--- src/rtl/bpsk_pkg.sv ---
// Shared BPSK link constants and types, used by both the transmitter and the decoder.
// Holds the parameter defaults and the framing state encoding.
package bpsk_pkg;

  localparam int              BPSK_DATA_WIDTH  = 12;
  localparam int              BPSK_WAVELENGTH  = 64;
  localparam int              BPSK_PACKET_SIZE = 184;
  localparam logic [15:0]     BPSK_SYNC_WORD   = 16'hA5C3;

  // Transmitter side: nominal carrier amplitude and the phase shift that encodes a 0.
  localparam int              BPSK_TX_AMPLITUDE = 1000;
  localparam int              BPSK_TX_SHIFT     = BPSK_WAVELENGTH / 2;

  typedef enum logic {
    ST_SEARCH  = 1'b0,
    ST_PAYLOAD = 1'b1
  } state_e;

  // Accumulator width: one full period of worst-case samples plus a sign bit.
  function automatic int acc_width(input int data_width, input int wavelength);
    return data_width + $clog2(wavelength) + 1;
  endfunction

endpackage

--- src/rtl/bpsk_correlator.sv ---
// Integrate-and-dump correlator against a square reference, one symbol per carrier period.
// Decision registered 1 clock after the last sample of a symbol; free-running, never stalls.
module bpsk_correlator
  import bpsk_pkg::*;
#(
  parameter  int DATA_WIDTH = BPSK_DATA_WIDTH,
  parameter  int WAVELENGTH = BPSK_WAVELENGTH,
  localparam int PHASE_W    = $clog2(WAVELENGTH),
  localparam int ACC_W      = acc_width(DATA_WIDTH, WAVELENGTH)
) (
  input  logic                         clock,
  input  logic                         reset_n,
  input  logic signed [DATA_WIDTH-1:0] amp_i,
  output logic                         dec_vld_o,
  output logic                         dec_bit_o,
  output logic                         bit_out_o,
  output logic                         bit_valid_o
);

  logic        [PHASE_W-1:0] phase_q, phase_d;
  logic signed [ACC_W-1:0]   acc_q, acc_d;
  logic signed [ACC_W-1:0]   sum_q, sum_d;
  logic signed [ACC_W-1:0]   samp_ext;
  logic signed [ACC_W-1:0]   sum;
  logic                      last;
  logic                      bit_q, bit_d;
  logic                      vld_q, vld_d;

  always_comb begin
    samp_ext = ACC_W'(amp_i);
    // Second half of the period has a negative reference; WAVELENGTH is a power of two.
    sum      = phase_q[PHASE_W-1] ? (acc_q - samp_ext) : (acc_q + samp_ext);
    last     = (phase_q == PHASE_W'(WAVELENGTH - 1));

    phase_d   = phase_q + 1'b1;
    acc_d     = last ? '0 : sum;
    dec_vld_o = last;
    dec_bit_o = !sum[ACC_W-1] && (sum != '0);
    bit_d     = last ? dec_bit_o : bit_q;
    vld_d     = last;
    sum_d     = last ? sum : sum_q;
  end

  always_ff @(posedge clock or negedge reset_n) begin
    if (!reset_n) begin
      phase_q <= '0;
      acc_q   <= '0;
      sum_q   <= '0;
      bit_q   <= 1'b0;
      vld_q   <= 1'b0;
    end else begin
      phase_q <= phase_d;
      acc_q   <= acc_d;
      sum_q   <= sum_d;
      bit_q   <= bit_d;
      vld_q   <= vld_d;
    end
  end

  assign bit_out_o   = bit_q;
  assign bit_valid_o = vld_q;

endmodule

--- src/rtl/bpsk_symbol_decoder.sv ---
// BPSK receiver: correlates the carrier into bits, hunts for the sync word, then captures one payload.
// bit_valid/packet_valid share the cycle after the symbol's last sample; no backpressure, timing never stalls.
module bpsk_symbol_decoder
  import bpsk_pkg::*;
#(
  parameter  int          DATA_WIDTH  = BPSK_DATA_WIDTH,
  parameter  int          WAVELENGTH  = BPSK_WAVELENGTH,
  parameter  int          PACKET_SIZE = BPSK_PACKET_SIZE,
  parameter  logic [15:0] SYNC_WORD   = BPSK_SYNC_WORD,
  localparam int          CNT_W       = $clog2(PACKET_SIZE + 1)
) (
  input  logic                         clock,
  input  logic                         reset_n,
  input  logic signed [DATA_WIDTH-1:0] amp,
  output logic                         bit_out,
  output logic                         bit_valid,
  output logic                         locked,
  output logic [PACKET_SIZE-1:0]       packet,
  output logic                         packet_valid
);

  logic                   dec_vld;
  logic                   dec_bit;

  state_e                 state_q, state_d;
  logic [15:0]            sync_q, sync_d;
  logic [CNT_W-1:0]       cnt_q, cnt_d;
  logic [PACKET_SIZE-1:0] payload_q, payload_d;
  logic [PACKET_SIZE-1:0] packet_q, packet_d;
  logic                   pkt_vld_q, pkt_vld_d;

  bpsk_correlator #(
    .DATA_WIDTH (DATA_WIDTH),
    .WAVELENGTH (WAVELENGTH)
  ) u_corr (
    .clock       (clock),
    .reset_n     (reset_n),
    .amp_i       (amp),
    .dec_vld_o   (dec_vld),
    .dec_bit_o   (dec_bit),
    .bit_out_o   (bit_out),
    .bit_valid_o (bit_valid)
  );

  // Framing acts on the combinational decision so packet_valid lines up with bit_valid.
  always_comb begin
    state_d   = state_q;
    sync_d    = sync_q;
    cnt_d     = cnt_q;
    payload_d = payload_q;
    packet_d  = packet_q;
    pkt_vld_d = 1'b0;

    if (dec_vld) begin
      case (state_q)
        ST_SEARCH: begin
          sync_d = {sync_q[14:0], dec_bit};
          if (sync_d == SYNC_WORD) begin
            state_d = ST_PAYLOAD;
            cnt_d   = '0;
          end
        end
        ST_PAYLOAD: begin
          payload_d = {payload_q[PACKET_SIZE-2:0], dec_bit};
          cnt_d     = cnt_q + 1'b1;
          if (cnt_q == CNT_W'(PACKET_SIZE - 1)) begin
            packet_d  = payload_d;
            pkt_vld_d = 1'b1;
            state_d   = ST_SEARCH;
            sync_d    = '0;
            cnt_d     = '0;
          end
        end
        default: state_d = ST_SEARCH;
      endcase
    end
  end

  always_ff @(posedge clock or negedge reset_n) begin
    if (!reset_n) begin
      state_q   <= ST_SEARCH;
      sync_q    <= '0;
      cnt_q     <= '0;
      payload_q <= '0;
      packet_q  <= '0;
      pkt_vld_q <= 1'b0;
    end else begin
      state_q   <= state_d;
      sync_q    <= sync_d;
      cnt_q     <= cnt_d;
      payload_q <= payload_d;
      packet_q  <= packet_d;
      pkt_vld_q <= pkt_vld_d;
    end
  end

  assign locked       = (state_q == ST_PAYLOAD);
  assign packet       = packet_q;
  assign packet_valid = pkt_vld_q;

endmodule

--- config.mk ---
export PLATFORM = sky130hd
export DESIGN_NAME = bpsk_symbol_decoder
export DESIGN_NICKNAME = d
export VERILOG_FILES = /design/src/rtl/bpsk_pkg.sv /design/src/rtl/bpsk_correlator.sv /design/src/rtl/bpsk_symbol_decoder.sv
export SDC_FILE = /design/constraint.sdc
export NUM_CORES = 1
export LEC_CHECK = 0
export CORE_MARGIN = 5
export CORE_UTILIZATION = 41
export CTS_CLUSTER_DIAMETER = 120
export DETAILED_ROUTE_END_ITERATION = 8
export PLACE_DENSITY_LB_ADDON = 0.08
export SYNTH_ARGS = -nofsm -noshare
export SYNTH_HDL_FRONTEND = slang
export SYNTH_HIERARCHICAL = 1
export SYNTH_SLANG_ARGS = --single-unit
export TNS_END_PERCENT = 10
--- constraint.sdc ---
create_clock -name clock -period 12.59 [get_ports clock]
set_clock_uncertainty 0.05 [all_clocks]
set_input_delay 1.8885 -clock clock [delete_from_list [all_inputs] [get_ports clock]]
set_output_delay 1.8885 -clock clock [all_outputs]
set_load 0.02 [all_outputs]
==> results.sh <==
export IMPL_status="finished clean"
export IMPL_synth_edff_count=0
export IMPL_timing_reg2reg_setup_slack_ns=7.75
export IMPL_ios=202
export IMPL_rr_worst_depth=7
export IMPL_layout_drive_gt1_share=0.239
export IMPL_yosysTopAreaCellShare=0.618
export IMPL_clk_insertion_delay_late_ns=0.56
export IMPL_ys_ff_latch=419
export IMPL_worstMarginPinSlew_ns=1.03
export IMPL_grt_pass1_wl_um=54200
export IMPL_cpLargestDelayFamily="simple AND/OR/NAND/NOR gates"
export IMPL_relSlewSlack=0.315
export IMPL_fin_crit_sh=0.494
export IMPL_yosys_mux_area_fraction=0.247
export IMPL_die_x_um=213
export IMPL_final_common_cell="dfrtp_1"
export IMPL_gr_total_overflow=0
export IMPL_h_tree_depth=2
export IMPL_synth_adder_area_share=0.0174
export IMPL_final_nets=1379
export IMPL_hold_viol=0
export IMPL_cts_hold_buf=0
export IMPL_min_period_ns=6.23
export IMPL_yosys_warnings=6
export IMPL_cts_tree="built"
export IMPL_start_util=0.415
export IMPL_start_kind="input pin"
export IMPL_grt_max_degree=169
export IMPL_route_vias_total=9746
export IMPL_required_ns=12.97
export IMPL_synth_ff_type="dfrtp_1"
export IMPL_avgSynthCellArea_um2=14.9
export IMPL_synthesis_area_um2=17000
export IMPL_hp_start="u_corr/phase_q[0]"
export IMPL_path_class="input pin to register"
export IMPL_worstHoldEndpoint="u_corr/phase_q[0]"
export IMPL_post_cts_resized=0
export IMPL_synth_simple_area_share=0.0419
export IMPL_fp_coreArea_um2=40900
export IMPL_antenna_cells=0
export IMPL_drt_iter0_markers=428
export IMPL_hpwl_um=20800
export IMPL_grt_use_total=0.145
export IMPL_dr_pass1_iters=4
export IMPL_fmax_mhz=161
export IMPL_critPathLaunch="amp[3]"
export IMPL_ant_nets=0
export IMPL_antenna_found_initial=0
export IMPL_wl_per_cell_um=17.3
export IMPL_rows=74
export IMPL_async_flop_share=1.00
export IMPL_crit_buf_inv=1
export IMPL_clkSlewWorstSetupHoldPaths_ns=0.06
export IMPL_seqCellArea_um2=10500
export IMPL_power_w=0.00316
export IMPL_setup_tns_ns=0
export IMPL_worstReg2RegEnd="packet[22]"
export IMPL_ys_types=63
export IMPL_postSynthCellCount=1137
export IMPL_layout_common_cells="419 x dfrtp_1, 229 x mux2_2, 200 x clkdlybuf4s50_1"
export IMPL_viasPerCell=5.11
export IMPL_drc=0
export IMPL_post_cts_setup_buffers=0
export IMPL_min_path_cells=1
export IMPL_yosys_area_top_type="dfrtp_1"
export IMPL_slew_viol_final=0
export IMPL_syn2layout_area_growth_pct=23.5
export IMPL_cts_root_buffer="clkbuf_16"
export IMPL_crit_chain="clkdlybuf4s50_1, nor3_1, nand2_1, nor3_1, nor2_1, xnor2_1, ha_1, a21oi_2, nand3_1, o31ai_4, a2111oi_1, a311oi_1, nand3_1, nor4b_2, nor2_1, nand2_1, nor4_2, a21oi_2, or2_0, o21ai_0"
export IMPL_irDropWorstVdd_mv=0.118
export IMPL_synth_xor_area_frac=0.0124
export IMPL_powerDensity_nw_per_um2=151
export IMPL_timing_rr_start="u_corr/phase_q[5]"
export IMPL_leakage_nw=10.2
export IMPL_maxCapViolCount=0
export IMPL_io_buffers=201
export IMPL_grt_pass1_vias=10100
export IMPL_gp_congestion=0.828
export IMPL_worst_path_max_fanout=10
export IMPL_final_fill_count=3492
export IMPL_setup_viol=0
export IMPL_end_kind="register"
export IMPL_synth_compound_area_frac=0.0439
export IMPL_yosys_top_cells_area="dfrtp_1 62%, mux2_2 15%, mux2_1 9.3%, ha_1 1.6%, a21oi_1 0.83%"
export IMPL_cp_arrival_ns=6.61
export IMPL_multi_input_area_um2=6160
export IMPL_synth_top_family_by_area="multiplexers"
export IMPL_fp_dieH_um=213
export IMPL_rsz0062_at_grt="no"
export IMPL_seq_area_frac_synth=0.618
export IMPL_cts_sinks=419
export IMPL_cts_buffer_depth=3
export IMPL_wirelength_um=33000
export IMPL_max_stage_delay_ns=0.46
export IMPL_min_path_type="register to register"
export IMPL_cts_made_buffers=46
export IMPL_critPathSlowestCell="clkdlybuf4s50_1"
export IMPL_syn_nets=1174
export IMPL_fp_dieArea_um2=45600
==> stage by stage <==
step                      hold WS [ns]  cells   util  cell area (um^2)  worst slack [ns]
after floorplan                  0.371   1137      -             17000              7.08
after global routing             0.417   1907  0.512             21000              5.93
after detailed placement         0.401   1826  0.475             19500              5.80
after CTS                        0.410   1907  0.512             21000              6.40
final                            0.406   1907  0.512             21000              6.36
after global placement           0.393   1826  0.475             19500              5.98
==> cell families after synthesis <==
family                     count (synthesis)
buffers and inverters                     66
and+or+nand+nor                          128
muxes                                    373
xor gates and xnor gates                  24
AOI/OAI and AO/OA                        104
adders and majority gates                 23
DFF                                      419
==> metal layers <==
layer | up-vias | share of wire | GRT usage | routed length, um
met1 | 4990 | 0.46 | 0.200 | 15300
li1 | 4509 | - | - | -
met3 | 53 | 0.066 | 0.0462 | 2190
met2 | 194 | 0.45 | 0.219 | 14800
met5 | - | 0 | 0 | 0
met4 | 0 | 0.023 | 0.0487 | 756
==> synth_stat cells (7+ instances only) <==
cell type  count
ha_1          22
xor2_1         9
nand2_1       21
xnor2_1       15
nor3_1         9
a22o_1        15
nor2_1        33
clkbuf_1      16
and2_1         7
mux2_2       229
nand3_1       14
nor2b_1        8
buf_2         19
a21oi_1       28
o21ai_0       18
inv_1         14
dfrtp_1      419
buf_4         14
mux2_1       140
==> area by class of cell <==
type,count,area share
Clock inverter,16,0.00663
Timing Repair Buffer,209,0.0997
Tap cell,532,0.0318
Inverter,14,0.00251
Multi-Input combinational cell,652,0.294
Clock buffer,65,0.0651
Sequential cell,419,0.500
==> state kept, by name (all words and copies together), names as in the netlist <==
name / count
packet_valid: 1
sync_q: 15
packet: 184
payload_q: 183
cnt_q: 8
locked: 1
u_corr/phase_q: 6
u_corr/bit_valid_o: 1
u_corr/bit_out_o: 1
u_corr/acc_q: 19
==> power by group <==
part	internal [W]	switching, W	total, W
registers	0.00138	0.0000115	0.00139
logic	0.000170	0.000273	0.000443
clock network	0.000792	0.000532	0.00132
total	0.00234	0.000816	0.00316
==> worst max-delay path by stage <==
stage | end | slack (ns) | depth (start not counted)
after global routing | cnt_q[3] | 5.93 | 20
after global placement | cnt_q[3] | 5.98 | 20
after floorplan | cnt_q[6] | 7.08 | 21
after CTS | cnt_q[3] | 6.40 | 20
after detailed placement | cnt_q[3] | 5.80 | 20
final | cnt_q[3] | 6.36 | 20
(Power assumes the default switching activity.)
